$ cat src/rtl/key_debounce.sv
// Multi-channel push-button debouncer: 2-flop synchronizer per key, then an
// independent 4-state FSM and stability counter per channel. Debounced level
// and the press/release strobes are all registered.
//
//   state   | meaning
//   --------+-----------------------------------------------
//   IDLE_HI | db=1, input stable high
//   CHK_LO  | db=1, input seen low, counting stability
//   IDLE_LO | db=0, input stable low (pressed)
//   CHK_HI  | db=0, input seen high, counting stability
module key_debounce #(
  parameter int NUM_KEYS        = 4,
  parameter int DEBOUNCE_CYCLES = 500000
) (
  input  logic                clk,
  input  logic                reset_n,
  input  logic [NUM_KEYS-1:0] key_in,
  output logic [NUM_KEYS-1:0] key_db,
  output logic [NUM_KEYS-1:0] key_press,
  output logic [NUM_KEYS-1:0] key_release
);

  localparam int CW = $clog2(DEBOUNCE_CYCLES + 1);
  localparam logic [CW-1:0] CNT_MAX = CW'(DEBOUNCE_CYCLES);
  localparam logic [CW-1:0] CNT_ONE = CW'(1);

  typedef enum logic [1:0] {
    IDLE_HI = 2'd0,
    CHK_LO  = 2'd1,
    IDLE_LO = 2'd2,
    CHK_HI  = 2'd3
  } state_t;

  logic [NUM_KEYS-1:0] r_sync1;
  logic [NUM_KEYS-1:0] r_sync2;

  state_t              r_state     [NUM_KEYS];
  state_t              w_state_nxt [NUM_KEYS];
  logic [CW-1:0]       r_cnt       [NUM_KEYS];
  logic [CW-1:0]       w_cnt_nxt   [NUM_KEYS];

  logic [NUM_KEYS-1:0] r_db;
  logic [NUM_KEYS-1:0] r_press;
  logic [NUM_KEYS-1:0] r_release;
  logic [NUM_KEYS-1:0] w_db_nxt;
  logic [NUM_KEYS-1:0] w_press_nxt;
  logic [NUM_KEYS-1:0] w_release_nxt;

  // Two-flop synchronizer; idles high so a released key reads as not pressed.
  always_ff @(posedge clk) begin
    if (!reset_n) begin
      r_sync1 <= '1;
      r_sync2 <= '1;
    end else begin
      r_sync1 <= key_in;
      r_sync2 <= r_sync1;
    end
  end

  // Per-channel state, counter and registered outputs.
  always_ff @(posedge clk) begin
    if (!reset_n) begin
      for (int i = 0; i < NUM_KEYS; i++) begin
        r_state[i] <= IDLE_HI;
        r_cnt[i]   <= '0;
      end
      r_db      <= '1;
      r_press   <= '0;
      r_release <= '0;
    end else begin
      for (int i = 0; i < NUM_KEYS; i++) begin
        r_state[i] <= w_state_nxt[i];
        r_cnt[i]   <= w_cnt_nxt[i];
      end
      r_db      <= w_db_nxt;
      r_press   <= w_press_nxt;
      r_release <= w_release_nxt;
    end
  end

  // Next-state logic; a CHK state is always left with the counter cleared,
  // so the counter can never run past DEBOUNCE_CYCLES.
  always_comb begin
    w_db_nxt      = r_db;
    w_press_nxt   = '0;
    w_release_nxt = '0;
    for (int i = 0; i < NUM_KEYS; i++) begin
      w_state_nxt[i] = r_state[i];
      w_cnt_nxt[i]   = r_cnt[i];
      case (r_state[i])
        IDLE_HI: begin
          if (!r_sync2[i]) begin
            w_state_nxt[i] = CHK_LO;
            w_cnt_nxt[i]   = CNT_ONE;
          end
        end
        CHK_LO: begin
          if (r_sync2[i]) begin
            w_state_nxt[i] = IDLE_HI;
            w_cnt_nxt[i]   = '0;
          end else if (r_cnt[i] >= CNT_MAX) begin
            w_state_nxt[i] = IDLE_LO;
            w_cnt_nxt[i]   = '0;
            w_db_nxt[i]    = 1'b0;
            w_press_nxt[i] = 1'b1;
          end else begin
            w_cnt_nxt[i] = r_cnt[i] + CNT_ONE;
          end
        end
        IDLE_LO: begin
          if (r_sync2[i]) begin
            w_state_nxt[i] = CHK_HI;
            w_cnt_nxt[i]   = CNT_ONE;
          end
        end
        CHK_HI: begin
          if (!r_sync2[i]) begin
            w_state_nxt[i] = IDLE_LO;
            w_cnt_nxt[i]   = '0;
          end else if (r_cnt[i] >= CNT_MAX) begin
            w_state_nxt[i]   = IDLE_HI;
            w_cnt_nxt[i]     = '0;
            w_db_nxt[i]      = 1'b1;
            w_release_nxt[i] = 1'b1;
          end else begin
            w_cnt_nxt[i] = r_cnt[i] + CNT_ONE;
          end
        end
        default: begin
          w_state_nxt[i] = IDLE_HI;
          w_cnt_nxt[i]   = '0;
        end
      endcase
    end
  end

  assign key_db      = r_db;
  assign key_press   = r_press;
  assign key_release = r_release;

endmodule
$ cat config.mk
export PLATFORM = sky130hd
export DESIGN_NAME = key_debounce
export DESIGN_NICKNAME = d
export VERILOG_FILES = /design/src/rtl/key_debounce.sv
export SDC_FILE = /design/constraint.sdc
export NUM_CORES = 1
export LEC_CHECK = 0
export ABC_CLOCK_PERIOD_IN_PS = 2200
export CAP_MARGIN = 20
export CORE_MARGIN = 5
export CORE_UTILIZATION = 40
export DETAILED_ROUTE_END_ITERATION = 8
export GPL_TIMING_DRIVEN = 0
export PLACE_DENSITY = 0.62
export SLEW_MARGIN = 20
export SYNTH_ARGS = -nofsm -noshare
export SYNTH_HDL_FRONTEND = slang
export SYNTH_SLANG_ARGS = --single-unit
$ cat constraint.sdc
create_clock -name clk -period 2.2 [get_ports clk]
set_clock_uncertainty 0.2 [all_clocks]
set_input_delay 0.22 -clock clk [delete_from_list [all_inputs] [get_ports clk]]
set_output_delay 0.22 -clock clk [all_outputs]
set_load 0.005 [all_outputs]
# Word level (Yosys, flattened, before mapping)
# Memories as Yosys holds them, arrays and structs flattened.
# Index checks and enable logic that the tools add are counted.
# op_classes
n_reduce_logical	20
n_eq_ne	28
n_lt_le_gt_ge	4
bitwise_logic	13
addsub	4
mux	86
# ops
op	count
2-to-1 mux 19 bit	24
one-hot mux 19 bit (4 select lines)	4
adder 19 x 1 -> 19 bit, second input constant	4
>= comparator 19 bit, second input constant	4
2-to-1 mux 2 bit	28
!= test 2 bit, second input constant	16
one-hot mux 2 bit (4 select lines)	4
2-to-1 mux 1 bit	22
AND reduction 5 bit	4
== test 2 bit, second input constant	8
AND reduction 3 bit	4
OR reduction 3 bit	4
== test 2 x 1 -> 1 bit, second input constant	4
zero test 2 bit	4
OR 1 bit	8
one-hot mux 1 bit (2 select lines)	4
nonzero test 2 bit	4
NOT 1 bit	5
# word_totals
n_memories	2
out_inout_bits	12
ff_bits	20
inputBits	6
ramBits	84
# mem_list
memory	depth	width	read_ports	rd_clocked_by_memory_dff	write_ports	line_no	rtl
r_cnt	4	19	4	0	4	39	logic [CW-1:0] r_cnt [NUM_KEYS];
r_state	4	2	4	0	4	37	state_t r_state [NUM_KEYS];

# Longest topological paths before layout
# Gate-level depths: netlist (run 1).
# logic_depth
word_depth	5
mapped_depth	9
depth_no_buf	7

# Least setup slack after synthesis (run 1)
# No wires, ideal clock.
# synth_path
path_kind	flip-flop to flip-flop
start	mem r_state[1][0] (netlist bit)
end	mem r_cnt[1][16] (netlist bit)
setup_slack_ns	-0.015
setup_time_ns	0.074
path_stages_with_launch	8
t_required_ns	1.926
synth_period_minus_slack_ns	2.215
t_arrival_ns	1.941
cell_sequence	dfxtp_1 -> inv_1 -> ha_1 -> and3b_1 -> or2_1 -> nor2_1 -> or4b_1 -> a31oi_1
# synth_lines
item	line_no
start: declaration	37
end: declaration	39

==> results of run 1 <==
[layer usage]
| layer | wire length [um] | part of all wire [%] | up-vias | global-route usage (%) |
|---|---|---|---|---|
| li1 | - | - | 2369 | - |
| met1 | 6132 | 49 | 2246 | 21.15 |
| met2 | 5723 | 46 | 90 | 26.05 |
| met3 | 487 | 3.9 | 18 | 3.945 |
| met4 | 211 | 1.7 | 0 | 4.836 |
| met5 | 0 | 0 | - | 0 |
[worst max-delay path, cell delays in order (launching register included)]
cell      delay [ps]
dfxtp_1          330
or4_1            550
nor3_2           200
o41a_1           220
buf_6            150
or3b_1           350
o211ai_1         100
[placed cells by master, fill, tap and decap left out, drive strengths merged, types with 18 or more instances in the layout]
master | synthesis | routed
a21oi | 31 | 31
a31oi | 18 | 18
clkbuf | 17 | 27
dfxtp | 104 | 104
ha | 20 | 20
inv | 23 | 23
nand2 | 62 | 62
nand3 | 39 | 39
nor2 | 78 | 78
nor3 | 22 | 22
o21ai | 28 | 28
xnor2 | 23 | 23
[metrics by stage]
stage	util (%)	total power (uW)	setup WS [ps]	hold slack, ps	TNS [ps]
2_1_floorplan	-	2674	39.10	121.5	0
5_1_grt	49.31	4761	-40.72	230.8	-138.7
6_report	49.31	4522	22.96	205.5	0
3_3_place_gp	44.21	2899	-466.1	189.9	-17360
4_1_cts	47.80	4488	-13.45	208.9	-13.45
3_5_place_dp	44.21	2921	-446.6	193.7	-19420
[area by class of cell]
cell class	instances	area [um^2]	area share, %
Multi-Input combinational cell	487	3246	51.74
Sequential cell	104	2095	33.39
Clock buffer	16	261.5	4.168
Timing Repair Buffer	26	237.7	3.789
Tap cell	172	215.2	3.430
Buffer	19	132.6	2.114
Inverter	23	86.33	1.376
[worst paths after layout]
path / cells after the start / start / slack [ps] / end
hold reg to reg: 1 / r_sync1[0]$_SDFF_PN1_ / 210 / r_sync2[0]$_SDFF_PN1_
setup reg to reg: 6 / r_cnt[2][10]$_SDFFE_PN0P_ / 20 / r_cnt[2][12]$_SDFFE_PN0P_
hold / removal: 1 / r_sync1[0]$_SDFF_PN1_ / 210 / r_sync2[0]$_SDFF_PN1_
setup / recovery: 6 / r_cnt[2][10]$_SDFFE_PN0P_ / 20 / r_cnt[2][12]$_SDFFE_PN0P_
[kinds of logic (layout without fill, tap and decap cells)]
family | Yosys count | count (layout) | synth area share (%)
simple gates | 308 | 308 | 30.20
mux | 3 | 3 | 0.5735
flops | 104 | 104 | 39.76
fa+ha+maj | 20 | 20 | 4.779
xor+xnor | 34 | 34 | 5.687
compound gates | 122 | 122 | 15.53
buf+inv | 46 | 84 | 3.465
[power groups by stage]
stage          clock network, uW  registers (uW)  logic, uW
6_report                    1470            2030       1020
5_1_grt                     1600            2040       1120
4_1_cts                     1520            2020        945
3_5_place_dp                   0            2070        856
3_3_place_gp                   0            2060        841
2_1_floorplan                  0            2050        627
[registers in the layout (all words and copies together), names as in the netlist, named ones only]
name / cells
key_release: 4
key_press: 4
r_cnt: 76
key_db: 4
r_sync2: 4
r_sync1: 4
r_state: 4
[repair_timing]
action	in CTS	in global routing
gates resized for setup	46	44
setup buffers	2	7
pin swaps	3	15
endpoints found under the setup margin	62	70
==> metrics.yaml, run 1 <==
synth.distinct_cells: 63
synth_cells: 637
synth_area_leaders: "dfxtp_1 40%, nor2_1 5.5%, ha_1 4.8%"
holdBufCountCts: 0
drc_errors: 0
drv_cap: 0
ios: 18
hpwl_mm: 8.430
peakVddDrop_uv: 384.2
async_flop_share_pct: 0
area_growth_syn_to_layout_pct: 19.81
seqPwrFrac_pct: 44.9
routabilityCongestion: 0.8027
switchingPower_uw: 1412
ant_nets: 0
ys_warn_count: 0
place_inst: 826
status: "complete, no violations"
wire_per_inst_um: 14.82
clk_pin_slew_ps: 60
rows: 41
seq_area_frac_synth_pct: 39.76
combPwrFrac_pct: 22.6
place_area_um2: 5624
critPathKind: "flip-flop to flip-flop"
ys.flop_type: "dfxtp_1"
netlist_top_cells_count: "104 x dfxtp_1, 77 x nor2_1, 62 x nand2_1"
fin_cells: 847
grt_setup_unrepaired: "yes"
cts_buffers: 9
crit_required_ps: 2270
clock-root-buffer: "clkbuf_16"
die-area_um2: 15480
final_area_um2: 6274
grt_overflow: 0
routed_wl_mm: 12.56
p_int_uw: 3110
p_leak_uw: 0.002101
netSwitchingFraction_pct: 31.23
syn_area_um2: 5236
synth_most_common_cell: "dfxtp_1"
grt_max_degree: 15
htreeDepth: 3
synth-edff-count: 0
antenna-diode-count: 0
ys_ff_latch: 104
slew_headroom_pct: 57.12
drive_above_1_share_pct: 12.15
setup_viol: 0
synth_top_area_share_pct: 39.76
syn_area_per_cell_um2: 8.220
first_global_vias: 4465
first_pass_iters: 5
numPortBuffers: 17
clkPwrFrac_pct: 32.6
tightest_slew_ps: 643.2
critPathLaunchType: "flip-flop"
hold_viol: 0
insertion_delay_ps: 350
synth_top_area_cell: "dfxtp_1"
cts_tree: "yes"
grt_pass1_wl_mm: 21.25
drtIter0Drc: 308
clk_path_buf_depth: 2
fill_cells: 1299
powerDensity_nw_per_um2: 720.9
hp-class: "flip-flop to flip-flop"
critPathCaptureType: "flip-flop"
critPathMaxFanout: 10
start_util_pct: 41.16
viasPerCell: 5.576
dieWidth_um: 124.4
nets: 696
die_y_um: 124.4
worstPathArrival_ps: 2250
fmax_mhz: 459.3
grt_usage_pct: 16.07
timing.final.crit_share_pct: 98.96
antenna_found_initial: 0
slew_viol_final: 0
core_area_um2: 12720
fin_crit_ps: 2177
via_count: 4723
cts.sinks: 104
synth_nets: 663
(Power assumes the default switching activity.)
==> run 2: changes to the inputs <==
- CAP_MARGIN: 20 -> default
- MAX_ROUTING_LAYER: default -> met4
==> metrics.yaml, run 2 (synthesized netlist as in run 1, its figures left out) <==
numPortBuffers: 17
grt_usage_pct: 16.52
critPathSlowestCell: "or4_1"
hpwl_mm: 8.430
first_global_vias: 4457
grt_max_degree: 15
ios: 18
critPathTopFamily: "simple AND/OR/NAND/NOR gates"
crit_required_ps: 2270
critPathCaptureType: "flip-flop"
nets: 696
wire_per_inst_um: 14.77
core_area_um2: 12720
cts.sinks: 104
rows: 41
cts_buffers: 9
critPathMaxFanout: 10
die-area_um2: 15480
timing.final.crit_share_pct: 99.01
tightest_slew_ps: 635.5
wl_met2_mm: 5.712
clock-root-buffer: "clkbuf_16"
drtIter0Drc: 314
holdBufCountCts: 0
final_cell_mix: "94 x dfxtp_1, 74 x nor2_1, 62 x nand2_1"
start_util_pct: 41.16
powerDensity_nw_per_um2: 720.0
setup_viol: 0
hp-class: "flip-flop to flip-flop"
area_growth_syn_to_layout_pct: 19.81
fin_util_pct: 49.31
min_from: "r_sync1[0]$_SDFF_PN1_"
grt_overflow: 0
slew_viol_final: 0
via_count: 4731
antenna-diode-count: 0
die_y_um: 124.4
htreeDepth: 3
fmax_mhz: 459.1
layout_commonest_cell: "dfxtp_1"
viasPerCell: 5.586
antenna_found_initial: 0
drive_above_1_share_pct: 12.15
max_stage_delay_ps: 550
largest_reg_flops: 76
hold_viol: 0
highest_layer: "met4"
clk_path_buf_depth: 2
dieWidth_um: 124.4
cts_tree: "yes"
r2r-start: "r_cnt[2][10]$_SDFFE_PN0P_"
status: "complete, no violations"
top_register: "r_cnt"
drc_errors: 0
p_leak_uw: 0.002101
first_pass_iters: 4
routabilityCongestion: 0.8144
path_cells: "or4_1 > nor3_2 > o41a_1 > buf_6 > or3b_1 > o211ai_1"
wl_met1_mm: 6.064
cp.buffers_inverters: 1
worstPathArrival_ps: 2250
setup.worst_path.start: "r_cnt[2][10]$_SDFFE_PN0P_"
ant_nets: 0
insertion_delay_ps: 350
fill_cells: 1299
critPathLaunchType: "flip-flop"
grt_pass1_wl_mm: 21.25
grt_setup_unrepaired: "yes"
critPathKind: "flip-flop to flip-flop"
slew_headroom_pct: 57.64
clk_pin_slew_ps: 60
wl_met3_um: 502
peakVddDrop_uv: 384.1
drv_cap: 0
routed_wl_mm: 12.51
fin_crit_ps: 2178
hold_ws_ps: 205.5
run 2: final cells by class:
class / count / area (um^2) / area share [%]
plain buffers: 19 / 132.6 / 2.114
clock buffers: 16 / 261.5 / 4.168
inverters: 23 / 86.33 / 1.376
multi-input cells: 487 / 3246 / 51.74
flip-flops and latches: 104 / 2095 / 33.39
well taps: 172 / 215.2 / 3.430
repair buffers: 26 / 237.7 / 3.789
run 2: stage by stage:
stage | TNS (ps) | power [uW] | instance area, um^2 | worst slack, ps | instances
2_1_floorplan | 0 | 2674 | 5239 | 39.10 | 637
3_3_place_gp | -17360 | 2899 | 5624 | -466.1 | 826
3_5_place_dp | -19420 | 2921 | 5624 | -446.6 | 826
4_1_cts | -13.45 | 4488 | 6081 | -13.45 | 843
5_1_grt | -159.3 | 4761 | 6274 | -51.39 | 847
6_report | 0 | 4517 | 6274 | 21.86 | 847
run 2: final timing paths:
check / cells after the start / endpoint / slack, ps
worst min register to register: 1 / r_sync2[0]$_SDFF_PN1_ / 210
worst max-delay path: 6 / r_cnt[2][12]$_SDFFE_PN0P_ / 20
worst max register to register: 6 / r_cnt[2][12]$_SDFFE_PN0P_ / 20
worst min-delay path: 1 / r_sync2[0]$_SDFF_PN1_ / 210
run 2: what timing repair did:
item	CTS	global route
endpoints found under the setup margin	62	70
resized for setup	46	44
pin swaps	3	15
buffers inserted	2	7
run 2: metal layers:
layer | GRT usage (%) | up-vias
met1 | 21.20 | 2242
li1 | - | 2374
met4 | 4.836 | 0
met2 | 26.05 | 92
met3 | 3.859 | 23
met5 | - | -
run 2: where the power goes:
group / leakage, uW / internal [uW] / switching (uW)
clock: 0.000125 / 803 / 669
sequential: 0.000846 / 1950 / 75.0
combinational: 0.00113 / 353 / 663
